<file path="src/rtl/orion_types.sv">
// Shared types for the front end: execute->fetch redirect, fetch->decode handoff,
// and the {pc, instr} entry held in the prefetch queue.
package orion_types;

    localparam int XLEN  = 32;
    localparam int DATAW = 32;
    localparam int ADDRW = 32;

    typedef struct packed {
        logic            jump_en;
        logic [XLEN-1:0] jump_addr;
    } ex_if_t;

    typedef struct packed {
        logic [XLEN-1:0]  pc;
        logic [DATAW-1:0] instr;
        logic             valid;
    } if_id_t;

    typedef struct packed {
        logic [XLEN-1:0]  pc;
        logic [DATAW-1:0] instr;
    } fetch_entry_t;

    function automatic logic [XLEN-1:0] word_align(input logic [XLEN-1:0] addr);
        return {addr[XLEN-1:2], 2'b00};
    endfunction

endpackage

</file>
<file path="src/rtl/fetch_fifo.sv">
// First-word-fall-through queue: data_o shows the head whenever empty_o is low.
// Flush wins over push and pop; push into a full queue is accepted only alongside a pop.
module fetch_fifo
    import orion_types::*;
#(
    parameter int  DEPTH = 4,
    parameter type T     = fetch_entry_t
) (
    input  logic                       clk_i,
    input  logic                       rst_i,
    input  logic                       push_i,
    input  T                           data_i,
    input  logic                       pop_i,
    input  logic                       flush_i,
    output T                           data_o,
    output logic                       full_o,
    output logic                       empty_o,
    output logic [$clog2(DEPTH+1)-1:0] count_o
);

    localparam int AW = $clog2(DEPTH);
    localparam int CW = $clog2(DEPTH+1);

    T              mem_q [DEPTH];
    logic [AW-1:0] rd_ptr_q, rd_ptr_d;
    logic [AW-1:0] wr_ptr_q, wr_ptr_d;
    logic [CW-1:0] count_q, count_d;
    logic          do_push, do_pop;

    // NOTE: every variable gets a default at the top of always_comb so no path leaves it unassigned (no latch).
    always_comb begin
        empty_o  = (count_q == '0);
        full_o   = (count_q == CW'(DEPTH));
        do_pop   = pop_i && !empty_o;
        do_push  = push_i && (!full_o || do_pop);
        rd_ptr_d = rd_ptr_q;
        wr_ptr_d = wr_ptr_q;
        count_d  = count_q;
        if (flush_i) begin
            rd_ptr_d = '0;
            wr_ptr_d = '0;
            count_d  = '0;
        end else begin
            if (do_push) wr_ptr_d = wr_ptr_q + 1'b1;
            if (do_pop)  rd_ptr_d = rd_ptr_q + 1'b1;
            case ({do_push, do_pop})
                2'b10:   count_d = count_q + 1'b1;
                2'b01:   count_d = count_q - 1'b1;
                default: count_d = count_q;
            endcase
        end
    end

    // NOTE: state uses non-blocking assignments so every flop samples pre-edge values.
    always_ff @(posedge clk_i) begin
        if (rst_i) begin
            rd_ptr_q <= '0;
            wr_ptr_q <= '0;
            count_q  <= '0;
        end else begin
            rd_ptr_q <= rd_ptr_d;
            wr_ptr_q <= wr_ptr_d;
            count_q  <= count_d;
        end
    end

    // NOTE: storage is deliberately not reset; the pointers and count alone define which slots are live.
    always_ff @(posedge clk_i) begin
        if (do_push && !flush_i) mem_q[wr_ptr_q] <= data_i;
    end

    assign data_o  = mem_q[rd_ptr_q];
    assign count_o = count_q;

endmodule

</file>
<file path="src/rtl/fetch_prefetch.sv">
// Fetch stage: credit-limited I$ request issue, in-order response capture into a
// prefetch queue, and stale-response dropping after execute redirects.
module fetch_prefetch
    import orion_types::*;
#(
    parameter logic [XLEN-1:0] PC_RESET_ADDR   = 32'h8000_0000,
    parameter int              FIFO_DEPTH      = 4,
    parameter int              MAX_OUTSTANDING = 2
) (
    input  logic             clk_i,
    input  logic             rst_i,
    output logic [ADDRW-1:0] imem_addr_o,
    output logic             imem_valid_o,
    input  logic             imem_ready_i,
    input  logic [DATAW-1:0] imem_rdata_i,
    input  logic             imem_resp_i,
    input  logic             stall_i,
    input  ex_if_t           ex_if_i,
    output if_id_t           if_id_o
);

    localparam int              CW        = $clog2(FIFO_DEPTH+1);
    localparam logic [CW-1:0]   MAX_OUT_C = CW'(MAX_OUTSTANDING);
    localparam logic [CW:0]     DEPTH_C   = (CW+1)'(FIFO_DEPTH);

    logic [XLEN-1:0] fetch_pc_q, fetch_pc_d;
    logic [XLEN-1:0] resp_pc_q, resp_pc_d;
    logic [CW-1:0]   inflight_q, inflight_d;
    logic [CW-1:0]   drop_cnt_q, drop_cnt_d;
    logic [CW-1:0]   fifo_count;
    logic            fifo_full, fifo_empty;
    fetch_entry_t    fifo_head, push_entry;
    logic            jump, fire, resp_keep, push, pop;
    logic [XLEN-1:0] jump_pc;

    always_comb begin
        jump      = ex_if_i.jump_en;
        jump_pc   = word_align(ex_if_i.jump_addr);
        // Credit rule: outstanding requests plus queued words never exceed the queue depth.
        imem_valid_o = !rst_i && !jump && (inflight_q < MAX_OUT_C) &&
                       (({1'b0, inflight_q} + {1'b0, fifo_count}) < DEPTH_C);
        imem_addr_o  = fetch_pc_q;
        fire         = imem_valid_o && imem_ready_i;
        resp_keep    = imem_resp_i && !jump;
        push         = resp_keep && (drop_cnt_q == '0);
        push_entry   = '{pc: resp_pc_q, instr: imem_rdata_i};
        if_id_o      = '{pc: fifo_head.pc, instr: fifo_head.instr,
                         valid: !rst_i && !fifo_empty && !jump};
        pop          = if_id_o.valid && !stall_i;

        inflight_d = inflight_q + CW'(fire) - CW'(imem_resp_i);
        fetch_pc_d = fetch_pc_q;
        resp_pc_d  = resp_pc_q;
        drop_cnt_d = drop_cnt_q;
        if (jump) begin
            fetch_pc_d = jump_pc;
            resp_pc_d  = jump_pc;
            drop_cnt_d = inflight_d;
        end else begin
            if (fire) fetch_pc_d = fetch_pc_q + XLEN'(4);
            if (push) resp_pc_d  = resp_pc_q + XLEN'(4);
            if (resp_keep && (drop_cnt_q != '0)) drop_cnt_d = drop_cnt_q - 1'b1;
        end
    end

    always_ff @(posedge clk_i) begin
        if (rst_i) begin
            fetch_pc_q <= PC_RESET_ADDR;
            resp_pc_q  <= PC_RESET_ADDR;
            inflight_q <= '0;
            drop_cnt_q <= '0;
        end else begin
            fetch_pc_q <= fetch_pc_d;
            resp_pc_q  <= resp_pc_d;
            inflight_q <= inflight_d;
            drop_cnt_q <= drop_cnt_d;
        end
    end

    fetch_fifo #(
        .DEPTH (FIFO_DEPTH),
        .T     (fetch_entry_t)
    ) u_fifo (
        .clk_i   (clk_i),
        .rst_i   (rst_i),
        .push_i  (push),
        .data_i  (push_entry),
        .pop_i   (pop),
        .flush_i (jump),
        .data_o  (fifo_head),
        .full_o  (fifo_full),
        .empty_o (fifo_empty),
        .count_o (fifo_count)
    );

    a_push_has_slot: assert property (@(posedge clk_i) disable iff (rst_i)
        push |-> (!fifo_full || pop));

endmodule

</file>
<file path="config.mk">
export PLATFORM = sky130hd
export DESIGN_NAME = fetch_prefetch
export DESIGN_NICKNAME = d
export VERILOG_FILES = /design/src/rtl/orion_types.sv /design/src/rtl/fetch_fifo.sv /design/src/rtl/fetch_prefetch.sv
export SDC_FILE = /design/constraint.sdc
export NUM_CORES = 1
export LEC_CHECK = 0
export BUFFER_PORTS_ARGS = -buffer_cell sky130_fd_sc_hd__buf_4
export CAP_MARGIN = 30
export CORE_UTILIZATION = 55
export CTS_CLUSTER_DIAMETER = 100
export DETAILED_ROUTE_END_ITERATION = 8
export PLACE_DENSITY_LB_ADDON = 0.08
export SYNTH_ARGS = -nofsm -noshare
export SYNTH_HDL_FRONTEND = slang
export SYNTH_SLANG_ARGS = --single-unit
</file>
<file path="constraint.sdc">
create_clock -name clk_i -period 6.8 [get_ports clk_i]
set_input_delay 0.68 -clock clk_i [delete_from_list [all_inputs] [get_ports clk_i]]
set_output_delay 0.68 -clock clk_i [all_outputs]
set_load 0.02 [all_outputs]
</file>
Word level (Yosys, flattened, before mapping)
Memories as Yosys holds them, arrays and structs flattened. A register that Yosys moved wholly into a read port is not among the register bits.
Index checks and enable logic that the tools add are counted.
- add/subtract/negate cells: 10
- magnitude comparators: 2
- equality and inequality tests: 3
- multiplexer cells: 11
- reduce and logical (&&, ||, !) cells: 27
- operator list (kind ; number):
    32-bit two-way mux ; 4
    32-bit by 3-bit adder with 32-bit output (second input constant) ; 2
    1-bit logical AND ; 13
    2-bit nonzero test ; 4
    3-bit logical NOT ; 2
    3-bit two-way mux ; 2
    3-bit case mux with 2 select lines ; 1
    3-bit by 1-bit subtractor with 3-bit output (second input constant) ; 2
    1-bit logical NOT ; 5
    2-bit by 1-bit adder with 2-bit output (second input constant) ; 2
    3-bit by 3-bit adder with 4-bit output ; 1
    4-bit by 3-bit < comparator with 1-bit output (second input constant) ; 1
    2-bit two-way mux ; 2
    3-bit by 1-bit adder with 3-bit output ; 1
    3-bit by 1-bit adder with 3-bit output (second input constant) ; 1
    3-bit equality test (second input constant) ; 1
    3-bit by 2-bit < comparator with 1-bit output (second input constant) ; 1
    3-bit nonzero test ; 1
    3-bit by 1-bit subtractor with 3-bit output ; 1
    2-bit by 1-bit equality test with 1-bit output (second input constant) ; 1
    2-bit equality test (second input constant) ; 1
    1-bit two-way mux ; 2
    2-bit OR reduction ; 1
    1-bit logical OR ; 1
- register bits: 77
- RAM bits: 256
- input port bits: 70
- output and inout bits: 98
- logic and storage cells: 63
- memories kept: 1
- memories (name ; words ; bits a word ; rd ports ; clocked after Yosys merged registers in ; write ports ; RTL line ; source):
    u_fifo.mem_q ; 4 ; 64 ; 1 ; 1 ; 1 ; fetch_fifo.sv:24 ; T mem_q [DEPTH];

Longest topological paths before layout
- depth in word-level cells: 11
- depth in mapped cells: 13
- depth with buffers taken out: 12

Hierarchy
Synthesis repeated with hierarchy kept, for this count alone.
- cell total of the unflattened synthesis: 848
- area, all modules: 13519.2 um^2
- modules (own cells, without submodules) (module ; times used ; cells an instance ; area an instance (um^2) ; sequential area each (um^2)):
    fetch_fifo ; 1 ; 404 ; 9830.7 ; 7867.5
    fetch_prefetch ; 1 ; 444 ; 3688.5 ; 1321.3

Least setup slack after synthesis
Ideal clock, no wire load.
- kind: input port to flip-flop
- start point: input rst_i
- end point: memory u_fifo.mem_q[0][0] (netlist name), enable pin
- setup time: 0.426 ns
- arrival time: 3.038 ns
- path slack: 3.336 ns
- stages: 4
- buffers on the path: 1
- cell sequence: buf_2 or3_4 a41oi_4 and2_1
- word-level cells in the longest chain between the ends: 10
- RTL lines (element ; RTL line ; source):
    start: declaration ; fetch_prefetch.sv:11 ; input logic rst_i,
    1-bit logical NOT ; fetch_prefetch.sv:48 ; valid: !rst_i && !fifo_empty && !jump};
    1-bit logical AND (2 in a row) ; fetch_prefetch.sv:48 ;
    1-bit logical AND ; fetch_prefetch.sv:49 ; pop = if_id_o.valid && !stall_i;
    1-bit logical AND ; fetch_fifo.sv:34 ; do_pop = pop_i && !empty_o;
    1-bit logical OR ; fetch_fifo.sv:35 ; do_push = push_i && (!full_o || do_pop);
    1-bit logical AND ; fetch_fifo.sv:35 ;
    1-bit logical AND ; fetch_fifo.sv:69 ; if (do_push && !flush_i) mem_q[wr_ptr_q] <= data_i;
    1-bit two-way mux ; fetch_fifo.sv:69 ;
    1-bit two-way mux (implied by the code) ; fetch_fifo.sv:69 ;
    end: declaration ; fetch_fifo.sv:24 ;
No other way between the ends.

Worst setup path after layout
- start point: register u_fifo.count_q[2], in the netlist u_fifo.count_o[2]
- end point: register drop_cnt_q[2]
- word-level cells in the longest chain between the ends: 7
- RTL lines (element ; RTL line ; source):
    start: declaration ; fetch_fifo.sv:27 ; logic [CW-1:0] count_q, count_d;
    start signal: assignment ; fetch_fifo.sv:63 ; count_q <= count_d;
    3-bit by 3-bit adder with 4-bit output ; fetch_prefetch.sv:41 ; (({1'b0, inflight_q} + {1'b0, fifo_count}) < DEPTH_C);
    4-bit by 3-bit < comparator with 1-bit output ; fetch_prefetch.sv:41 ;
    1-bit logical AND ; fetch_prefetch.sv:40 ; imem_valid_o = !rst_i && !jump && (inflight_q < MAX_OUT_C) &&
    1-bit logical AND ; fetch_prefetch.sv:43 ; fire = imem_valid_o && imem_ready_i;
    3-bit by 1-bit adder with 3-bit output ; fetch_prefetch.sv:51 ; inflight_d = inflight_q + CW'(fire) - CW'(imem_resp_i);
    3-bit by 1-bit subtractor with 3-bit output ; fetch_prefetch.sv:51 ;
    3-bit two-way mux ; fetch_prefetch.sv:55 ; if (jump) begin
    end signal: assignment ; fetch_prefetch.sv:76 ; drop_cnt_q <= drop_cnt_d;
    end: declaration ; fetch_prefetch.sv:29 ; logic [CW-1:0] drop_cnt_q, drop_cnt_d;
No other way between the ends.
A chain may end at the register's enable or synchronous reset.

==> flow_metrics.env <==
export IMPL_status="completed"
export IMPL_vdd_drop_max_mv=0.1684
export IMPL_drv_cap=0
export IMPL_wl_um=26680
export IMPL_diodes=0
export IMPL_fillers=1668
export IMPL_hold_viol_final=0
export IMPL_gp_congestion=0.8222
export IMPL_synth_edf_count=248
export IMPL_vias=7556
export IMPL_layout_common_cells="edfxtp_1, buf_4, dfxtp_1, mux4_2, inv_1"
export IMPL_clkSinkCount=323
export IMPL_cp_max_fo=16
export IMPL_timing_final_crit_share=0.4868
export IMPL_fp_coreArea_mm2=0.02347
export IMPL_drc=0
export IMPL_clock_skew_ns=0.01457
export IMPL_drtPass1Iterations=7
export IMPL_rows=56
export IMPL_drive_above_1_share=0.2996
export IMPL_viasPerCell=5.737
export IMPL_fp_dieArea_mm2=0.02452
export IMPL_cts_hold_buf=0
export IMPL_finalSetupViolCount=0
export IMPL_ys_async_sr_fraction=0
export IMPL_final_setup_tns_ns=0
export IMPL_synth_cell_type_count=62
export IMPL_path_clk_slew_ns=0.06
export IMPL_hold_slack_ns=0.3707
export IMPL_synth_seq_area_share=0.6809
export IMPL_synth_area_top_cells="edfxtp_1, dfxtp_1, mux4_2"
export IMPL_worst_ep_arrival_time_ns=3.67
export IMPL_final_nets=1058
export IMPL_pre_cts_ws_ns=3.252
export IMPL_track_usage=0.2242
export IMPL_layout_commonest_cell="edfxtp_1"
export IMPL_p_leak_nw=5.501
export IMPL_grt_remaining_overflow=0
export IMPL_netlist_area_mm2=0.01314
export IMPL_clockBufferDepth=3
export IMPL_htreeDepth=2
export IMPL_post_dp_hpwl_um=16830
export IMPL_min_delay_path_class="input port to flip-flop"
export IMPL_synth_top_area_frac=0.5666
export IMPL_yosys_warnings=0
export IMPL_die_w_um=156.6
export IMPL_finalCriticalPeriod_ns=3.310
export IMPL_finalMaxSlewViolations=0
export IMPL_ys_seq_elements=323
export IMPL_avgSynthCellArea_um2=16.31
export IMPL_cts_tree="built"
export IMPL_fin_ws_ns=3.490
export IMPL_grt_pass1_wl_um=41710
export IMPL_cts_buffers_inserted=34
export IMPL_synth_largest_area_cell="edfxtp_1"
export IMPL_io_pins=168
export IMPL_fmax_mhz=302.1
export IMPL_antenna_found_initial=0
export IMPL_drt_iter0_markers=425
export IMPL_power_density_mw_per_mm2=281.4
export IMPL_syn_inst=806
export IMPL_rsz0062_at_grt="false"
export IMPL_cp_end_kind="flip-flop"
export IMPL_drtAntennaViolNets=0
export IMPL_wl_per_cell_um=20.26
export IMPL_cts_root_buffer="clkbuf_16"
export IMPL_cts_resized=0
export IMPL_cp_data_required_time_ns=7.16
export IMPL_syn2layout_area_growth_pct=19.58
export IMPL_start_kind="flip-flop"
export IMPL_initial_core_util=0.5599
export IMPL_synth_main_ff_cell="edfxtp_1"
export IMPL_relSlewSlack=0.3289
export IMPL_register_area_mm2=0.008954
export IMPL_multi_input_area_mm2=0.003864
export IMPL_port_buffers=161
export IMPL_worstMarginPinSlew_ns=0.9975
export IMPL_die_height_um=156.6
export IMPL_grt_max_degree=63
export IMPL_grt_pass1_vias=7717
export IMPL_criticalPathCategory="flip-flop to flip-flop"
export IMPL_clk_latency_ns=0.51
export IMPL_post_cts_buffers=0
-- metrics by stage --
| stage | cell area (um2) | utilization | power [mW] | cells |
|---|---|---|---|---|
| 2_1_floorplan | 13150 | - | 2.540 | 809 |
| 4_1_cts | 15690 | 0.6684 | 4.459 | 1316 |
| 3_3_place_gp | 14630 | 0.6233 | 2.690 | 1255 |
| 5_1_grt | 15720 | 0.6696 | 4.576 | 1317 |
| 3_5_place_dp | 14630 | 0.6233 | 2.713 | 1255 |
| 6_report | 15720 | 0.6696 | 4.423 | 1317 |
-- where the power goes --
group / internal (mW) / switching, mW
clock network: 1.04 / 0.707
logic: 0.180 / 0.222
registers: 2.21 / 0.0619
total: 3.43 / 0.991
-- Yosys cell counts, drive strengths merged (9+ instances only) --
| cell | count |
|---|---|
| o21a | 10 |
| nand3 | 17 |
| xnor2 | 16 |
| o31a | 10 |
| xor2 | 34 |
| and3 | 9 |
| nand2 | 24 |
| a21boi | 39 |
| clkbuf | 23 |
| edfxtp | 248 |
| inv | 42 |
| buf | 17 |
| nor3 | 21 |
| ha | 13 |
| a21oi | 37 |
| dfxtp | 75 |
| mux4 | 62 |
| nor2 | 24 |
| nand4 | 29 |
-- logic make-up (layout without fill, tap and decap cells) --
group / Yosys count / count (layout) / share of synthesized area
XOR/XNOR: 50 / 50 / 0.03332
buffers and inverters: 82 / 271 / 0.02637
other: 1 / 4 / 0.0002853
multiplexers: 66 / 66 / 0.1097
AO/OA/AOI/OAI: 112 / 112 / 0.05998
adder cells (fa/ha/maj): 15 / 15 / 0.01542
AND/OR/NAND/NOR: 157 / 157 / 0.07407
flip-flops: 323 / 323 / 0.6809
-- registers in the layout (all words and copies together) (netlist names), named ones only --
name             flops
drop_cnt_q           3
imem_addr_o         30
inflight_q           3
resp_pc_q           30
u_fifo.count_o       3
u_fifo.mem_q       248
u_fifo.rd_ptr_q      2
u_fifo.wr_ptr_q      2
-- area by class of cell --
type	count	area share
clock buffer	53	0.06058
clock inverter	8	0.006767
inverter	42	0.01019
multi-input combinational	404	0.2458
sequential	323	0.5697
tap	319	0.02540
timing repair buffer	168	0.08152
-- worst max-delay path: stages (launching register included) --
cell and delay (ns):
dfxtp_1 0.46, ha_1 0.29, nor4b_2 0.23, and4_1 0.76, inv_4 0.14, ha_1 0.32, inv_1 0.06, ha_1 0.13
inv_1 0.05, fa_1 0.37, xnor2_1 0.25, a211oi_1 0.11
-- final timing paths --
kind | start | endpoint | slack [ns] | depth (start not counted)
setup / recovery | u_fifo.count_o[2]$_SDFFE_PP0P_ | drop_cnt_q[2]$_SDFFE_PP0P_ | 3.49 | 11
hold / removal | imem_rdata_i[27] | u_fifo.mem_q[1][27]$_DFFE_PP_ | 0.37 | 1
setup reg to reg | u_fifo.count_o[2]$_SDFFE_PP0P_ | drop_cnt_q[2]$_SDFFE_PP0P_ | 3.49 | 11
hold reg to reg | u_fifo.rd_ptr_q[1]$_SDFFE_PP0P_ | flip-flop | 0.53 | 2
-- routing by layer --
layer	share of wire	vias to the layer above	wire (um)	GRT usage
li1	-	3461	-	-
met2	0.50	223	13270	0.3729
met3	0.057	49	1524	0.04597
met4	0.022	0	596	0.07423
met1	0.42	3823	11290	0.2960
met5	0	-	0	0
Power figures use the tool's default switching activity.
